`src/rtl/uart_tx_feeder.sv`:
```
// Byte FIFO plus load sequencer feeding the uart transmitter; one byte per frame,
// paced by tx_empty. Everything runs on txclk.
module uart_tx_feeder #(
    parameter int unsigned DEPTH  = 16,
    parameter int unsigned ADDR_W = 4
) (
    input  logic              txclk,
    input  logic              reset,
    input  logic              enable,
    input  logic              wr_en,
    input  logic [7:0]        wr_data,
    input  logic              flush,
    output logic              full,
    output logic [ADDR_W:0]   count,
    output logic              overflow,
    output logic              busy,
    output logic              ld_tx_data,
    output logic [7:0]        tx_data,
    output logic              tx_enable,
    input  logic              tx_empty
);

    typedef enum logic [1:0] {
        IDLE      = 2'd0,
        LOAD      = 2'd1,
        WAIT_BUSY = 2'd2,
        WAIT_DONE = 2'd3
    } state_t;

    localparam logic [ADDR_W:0] FULL_CNT = (ADDR_W+1)'(DEPTH);
    localparam logic [3:0]      WB_LAST  = 4'd15;

    state_t              state_q, state_d;
    logic [3:0]          wb_cnt_q, wb_cnt_d;
    logic [7:0]          mem_q [DEPTH];
    logic [ADDR_W-1:0]   wr_ptr_q, wr_ptr_d;
    logic [ADDR_W-1:0]   rd_ptr_q, rd_ptr_d;
    logic [ADDR_W:0]     count_q, count_d;
    logic                overflow_q, overflow_d;
    logic [7:0]          tx_data_q, tx_data_d;
    logic                tx_enable_q;
    logic                full_w;
    logic                pop;
    logic                push;
    logic                ld;

    assign full_w = (count_q == FULL_CNT);

    // Sequencer; pop is raised only on the IDLE->LOAD transition and never during flush.
    always_comb begin
        state_d  = state_q;
        wb_cnt_d = wb_cnt_q;
        pop      = 1'b0;
        ld       = 1'b0;
        case (state_q)
            IDLE: begin
                if (tx_enable_q && tx_empty && (count_q != '0) && !flush) begin
                    pop     = 1'b1;
                    state_d = LOAD;
                end
            end
            LOAD: begin
                ld       = 1'b1;
                wb_cnt_d = '0;
                state_d  = WAIT_BUSY;
            end
            WAIT_BUSY: begin
                if (!tx_empty) begin
                    state_d = WAIT_DONE;
                end else if (wb_cnt_q == WB_LAST) begin
                    state_d = IDLE;
                end else begin
                    wb_cnt_d = wb_cnt_q + 4'd1;
                end
            end
            WAIT_DONE: begin
                if (tx_empty) begin
                    state_d = IDLE;
                end
            end
            default: state_d = IDLE;
        endcase
    end

    // A full FIFO still accepts a write in the cycle a byte is popped.
    always_comb begin
        push       = wr_en && !flush && (!full_w || pop);
        wr_ptr_d   = wr_ptr_q;
        rd_ptr_d   = rd_ptr_q;
        count_d    = count_q;
        overflow_d = overflow_q;
        tx_data_d  = tx_data_q;
        if (pop) begin
            tx_data_d = mem_q[rd_ptr_q];
        end
        if (flush) begin
            wr_ptr_d   = '0;
            rd_ptr_d   = '0;
            count_d    = '0;
            overflow_d = 1'b0;
        end else begin
            if (push) begin
                wr_ptr_d = wr_ptr_q + 1'b1;
            end
            if (pop) begin
                rd_ptr_d = rd_ptr_q + 1'b1;
            end
            if (push && !pop) begin
                count_d = count_q + 1'b1;
            end else if (pop && !push) begin
                count_d = count_q - 1'b1;
            end
            if (wr_en && full_w && !pop) begin
                overflow_d = 1'b1;
            end
        end
    end

    always_ff @(posedge txclk or negedge reset) begin
        if (!reset) begin
            state_q     <= IDLE;
            wb_cnt_q    <= '0;
            wr_ptr_q    <= '0;
            rd_ptr_q    <= '0;
            count_q     <= '0;
            overflow_q  <= 1'b0;
            tx_data_q   <= '0;
            tx_enable_q <= 1'b0;
        end else begin
            state_q     <= state_d;
            wb_cnt_q    <= wb_cnt_d;
            wr_ptr_q    <= wr_ptr_d;
            rd_ptr_q    <= rd_ptr_d;
            count_q     <= count_d;
            overflow_q  <= overflow_d;
            tx_data_q   <= tx_data_d;
            tx_enable_q <= enable;
        end
    end

    always_ff @(posedge txclk) begin
        if (push) begin
            mem_q[wr_ptr_q] <= wr_data;
        end
    end

    assign full       = full_w;
    assign count      = count_q;
    assign overflow   = overflow_q;
    assign busy       = (state_q != IDLE);
    assign ld_tx_data = ld;
    assign tx_data    = tx_data_q;
    assign tx_enable  = tx_enable_q;

endmodule

```
`config.mk`:
```
export PLATFORM = sky130hd
export DESIGN_NAME = uart_tx_feeder
export DESIGN_NICKNAME = d
export VERILOG_FILES = /design/src/rtl/uart_tx_feeder.sv
export SDC_FILE = /design/constraint.sdc
export NUM_CORES = 1
export LEC_CHECK = 0
export ABC_AREA = 1
export BUFFER_PORTS_ARGS = -buffer_cell sky130_fd_sc_hd__clkbuf_2
export CORE_AREA = 2 2 123 125
export CTS_CLUSTER_DIAMETER = 150
export DETAILED_ROUTE_END_ITERATION = 7
export DIE_AREA = 0 0 125 127
export HOLD_SLACK_MARGIN = 0.15
export PLACE_DENSITY = 0.7
export SETUP_SLACK_MARGIN = 0.5
export SLEW_MARGIN = 20
export SYNTH_ARGS = -nofsm -noshare
export SYNTH_HDL_FRONTEND = slang
export SYNTH_SLANG_ARGS = --single-unit
```
`constraint.sdc`:
```
create_clock -name txclk -period 2.1 [get_ports txclk]
set_clock_uncertainty 0.15 [all_clocks]
set_input_delay 0.21 -clock txclk [delete_from_list [all_inputs] [get_ports txclk]]
set_output_delay 0.21 -clock txclk [all_outputs]
set_load 0.1 [all_outputs]
```
==> impl_summary.txt <==
----------------------------------------------------
[STA]
  Highest clock frequency the design can meet ... roughly 0.44 GHz
  RSZ-0062 raised after global routing ... true
  Hold_ws ... 168 ps
  Final number of max-transition violations ... 0
  Shortest period the worst path allows ... approximately 2300 ps
  Count of final hold-check violations ... 0
  Fin crit share ... 108%
  Setup-failing EPs final ... 8
  Slew of the pin with the lowest slew margin ... about 770 ps
  Max_slew headroom ... 49.0%
  Worst Slack Setup Final ... -161 ps

[Logic synthesis]
  Cell taking the most area after synthesis ... sky130_fd_sc_hd__edfxtp_1
  Synthesized netlist cell count ... 619
  Primary flip-flop cell chosen by synthesis mapping ... sky130_fd_sc_hd__edfxtp_1
  Sequential area share after synthesis ... between 60% and 70%
  Proportion of netlist area held by the largest area contributor ... between 50% and 60%
  Syn Area/Cell ... between 10 and 15 um^2
  Number of distinct standard cells referenced by the synthesized netlist ... 31
  Post-Syn Nets ... approximately 640
  Warnings from Yosys ... 0
  Cell types with the largest area share after synthesis ... sky130_fd_sc_hd__edfxtp_1, sky130_fd_sc_hd__dfrtp_1, sky130_fd_sc_hd__nand2_1
  Count of flip-flops with a built-in enable after synthesis ... 128
  Netlist area before placement ... between 6000 and 7000 um^2
  Proportion of register bits with asynchronous set or reset after synthesis ... approximately 18%
  Flip-flop and latch count after synthesis ... around 160

[Cells and area]
  Syn-to-layout area delta ... 34.6%
  Number of antenna repair diodes ... 0
  End-of-flow core utilization ... a little over three fifths
  Post-layout net count ... 742
  Final cell count without fillers ... 913
  Share of layout cells above drive strength 1 ... approximately 28%

[Routing]
  Remaining antenna violation count ... 0
  Starting DRT DRC Count ... 530
  Detailed-routing iteration count for the pre-antenna-repair pass ... 8
  Routed wirelength normalized by instance count ... approximately 19 um
  Wire length after detailed routing ... around 18000 um
  Number of remaining DRC errors ... 8
  Average via count per standard cell ... 5.52
  Vias ... roughly 5000

[Pwr]
  Net switching share of the total power ... 34.7%
  Maximum vdd drop ... approximately 0.67 mV
  Proportion of power drawn by the clock network ... 29.8%
  PwrDens ... 1030 nW/um^2
  Int Pwr ... ~6100 uW
  Power spent charging and discharging nets ... around 3200 uW
  Overall Power ... 9340 uW
  Static leakage ... 0.00355 uW
  Register share of total power ... 40.0%
  Part of the total power dissipated in combinational logic ... 30.3%

[Placed design]
  Number of input and output port buffers inserted ... 31
  Detailed placement HPWL ... about 9900 um
  Placed insts ... approximately 840
  RD Place Congestion ... 0.852

[Setup path]
  CP startpoint kind ... flop
  Crit-path cells ... nor2_4 -> nand3_2 -> nand3_4 -> nand3_4 -> fa_2 -> nand3_4 -> nand4_1 -> nand2_2 -> nand4_1 -> nand2_1 -> nand2_1 -> nand2_1
  Critical Path Slowest Stage Cell ... sky130_fd_sc_hd__dfrtp_4
  Crit path DAT ... between 2000 and 2500 ps
  Cell family with most CP delay ... simple AND/OR/NAND/NOR gates
  WS Path Type ... flop to flop
  Required time reported for the critical path endpoint ... ~2300 ps
  Critical Path Sink Type ... flop
  Buf/Inv on CP ... 0
  Largest driver fanout on the critical path ... 5
  Slowest Stage Delay on Critical Path ... approximately 500 ps

[Worst hold path]
  Class of the most critical hold timing path ... primary input to flop

[GRT]
  First-pass GRT wire length ... between 20000 and 30000 um
  Met3 global-route usage ... under 10%
  GRT Total Usage ... 20.9%
  Met2 Track Usage GR ... between 30% and 40%
  Largest net degree at the start of global routing ... 45
  Vias in the first global route ... roughly 4800
  Antenna violations before repair ... 0
  Aggregate global routing overflow ... 0
  Global routing met1 resource utilization ... a little over a quarter
  Grt peak-use layer ... met2

[Die]
  Die Width ... ~130 um
  Area of the die ... ~16000 um^2
  Initial core utilization ... between 40% and 50%
  Chip Height ... ~130 um
  Row count ... 44
  Core Area ... 14400 um^2
  I/O pin count ... 32

[Run status]
  Status ... finished, violations left
  Violated checks ... design-rule violations, negative setup slack

[CTS]
  Max Buffers Root-to-Sink ... 2
  Number of buffers created by CTS ... 17
  Worst-Skew Late Latency ... roughly 430 ps
  Clock root buffer ... sky130_fd_sc_hd__clkbuf_16
  H-tree depth reported by CTS ... 4
  Clk sinks ... 157
  Clock-pin slew on the worst setup and hold paths ... approximately 60 ps
  Clock tree from TritonCTS ... yes

[Job]
  MaxCap Viol Count ... 0

----------------------------------------------------
==> cell usage in the layout, fill, tap and decap left out, types with 15 or more instances in the layout <==
| master | synthesis | final |
|---|---|---|
| sky130_fd_sc_hd__clkbuf_16 | 0 | 21 |
| sky130_fd_sc_hd__buf_12 | 0 | 27 |
| sky130_fd_sc_hd__nand3_1 | 61 | 51 |
| sky130_fd_sc_hd__o21ai_1 | 5 | 15 |
| sky130_fd_sc_hd__inv_1 | 27 | 22 |
| sky130_fd_sc_hd__nor2_1 | 110 | 99 |
| sky130_fd_sc_hd__buf_6 | 1 | 17 |
| sky130_fd_sc_hd__edfxtp_1 | 128 | 128 |
| sky130_fd_sc_hd__dfrtp_1 | 29 | 22 |
| sky130_fd_sc_hd__buf_4 | 2 | 25 |
| sky130_fd_sc_hd__nand2_1 | 116 | 103 |
| sky130_fd_sc_hd__o21ai_0 | 52 | 40 |
==> flip-flops by register name, summed over array words and instances (netlist names) <==
| signal | count |
|---|---|
| wb_cnt_q | 4 |
| tx_data | 8 |
| count | 5 |
| tx_enable | 1 |
| overflow | 1 |
| state_q | 2 |
| wr_ptr_q | 4 |
| rd_ptr_q | 4 |
| mem_q | 128 |
==> routing by layer <==
layer,wire [um],share of wire (%)
met2,9160,52
met5,0,0
met4,544,3.1
met1,6870,39
met3,1170,6.6
==> power groups by stage <==
stage	combinational, uW	sequential (uW)	clock, uW
3_5_place_dp	2200	3780	0
2_1_floorplan	939	4450	0
4_1_cts	2290	3720	2800
5_1_grt	2990	3750	2930
6_report	2830	3730	2780
3_3_place_gp	2170	3760	0
==> kinds of logic (layout without fill, tap and decap cells) <==
group	Yosys count	after routing	share of synthesized area, %
flip-flops	157	157	67.7
adder cells (fa/ha/maj)	11	11	2.15
AND/OR/NAND/NOR	310	310	19.5
XOR/XNOR	6	6	0.778
buffers and inverters	61	171	3.91
AO/OA/AOI/OAI	74	74	5.95
==> worst paths after layout <==
kind / startpoint / to / slack [ps] / cells after the start
hold reg to reg: tx_data[0] / tx_data[0] / 330 / 2
hold / removal: wr_data[5] / mem_q[14][5] / 170 / 1
max in group asynchronous: reset / count[4] / 990 / 2
min in group asynchronous: reset / state_q[1] / 230 / 2
setup reg to reg: count[0] / count[4] / -160 / 12
setup / recovery: count[0] / count[4] / -160 / 12
==> synth_stat cells (2+ instances only) <==
| cell type | number |
|---|---|
| sky130_fd_sc_hd__o211ai_1 | 8 |
| sky130_fd_sc_hd__xor2_1 | 6 |
| sky130_fd_sc_hd__ha_1 | 10 |
| sky130_fd_sc_hd__edfxtp_1 | 128 |
| sky130_fd_sc_hd__a21oi_1 | 5 |
| sky130_fd_sc_hd__buf_1 | 3 |
| sky130_fd_sc_hd__nand3_1 | 61 |
| sky130_fd_sc_hd__buf_4 | 2 |
| sky130_fd_sc_hd__nor2_1 | 110 |
| sky130_fd_sc_hd__dfrtp_1 | 29 |
| sky130_fd_sc_hd__o21ai_0 | 52 |
| sky130_fd_sc_hd__nand4_1 | 3 |
| sky130_fd_sc_hd__nand2_1 | 116 |
| sky130_fd_sc_hd__nand3_4 | 2 |
| sky130_fd_sc_hd__buf_2 | 14 |
| sky130_fd_sc_hd__a31oi_1 | 2 |
| sky130_fd_sc_hd__o21ai_1 | 5 |
| sky130_fd_sc_hd__inv_1 | 27 |
| sky130_fd_sc_hd__nand2_4 | 2 |
| sky130_fd_sc_hd__clkinv_1 | 3 |
| sky130_fd_sc_hd__clkbuf_1 | 9 |
| sky130_fd_sc_hd__nor3_1 | 13 |
==> area by class of cell <==
type	count	area, um^2
Clock inverter	13	101
Fill cell	1008	5340
Clock buffer	18	429
Timing Repair inverter	1	7.51
Inverter	32	148
Timing Repair Buffer	107	1270
Multi-Input combinational cell	401	2310
Tap cell	184	230
Sequential cell	157	4590
==> through the flow <==
stage	cell area [um^2]	worst slack, ps	setup TNS (ps)
after global routing	9090	-230	-1770
after global placement	7640	-5.29	-5.29
final	9090	-161	-296
after floorplan	6990	-448	-50690
after CTS	8440	24.7	0
after detailed placement	7640	-58.5	-58.5
==> worst reg2reg max path, cell delays in order (launching register included) <==
cell	delay [ps]
sky130_fd_sc_hd__dfrtp_4	500
sky130_fd_sc_hd__nor2_4	160
sky130_fd_sc_hd__nand3_2	130
sky130_fd_sc_hd__nand3_4	90
sky130_fd_sc_hd__nand3_4	120
sky130_fd_sc_hd__fa_2	410
sky130_fd_sc_hd__nand3_4	100
sky130_fd_sc_hd__nand4_1	110
sky130_fd_sc_hd__nand2_2	100
sky130_fd_sc_hd__nand4_1	90
sky130_fd_sc_hd__nand2_1	100
sky130_fd_sc_hd__nand2_1	60
sky130_fd_sc_hd__nand2_1	90
==> repair_timing <==
item	4_1_cts	5_1_grt
gates cloned	0	6
gates resized for setup	8	139
hold buffers	10	0
setup buffers	7	16
endpoints found under the setup margin	166	172
hold endpoints to repair	112	0
pin swaps	6	32
Power figures use the tool's default switching activity.
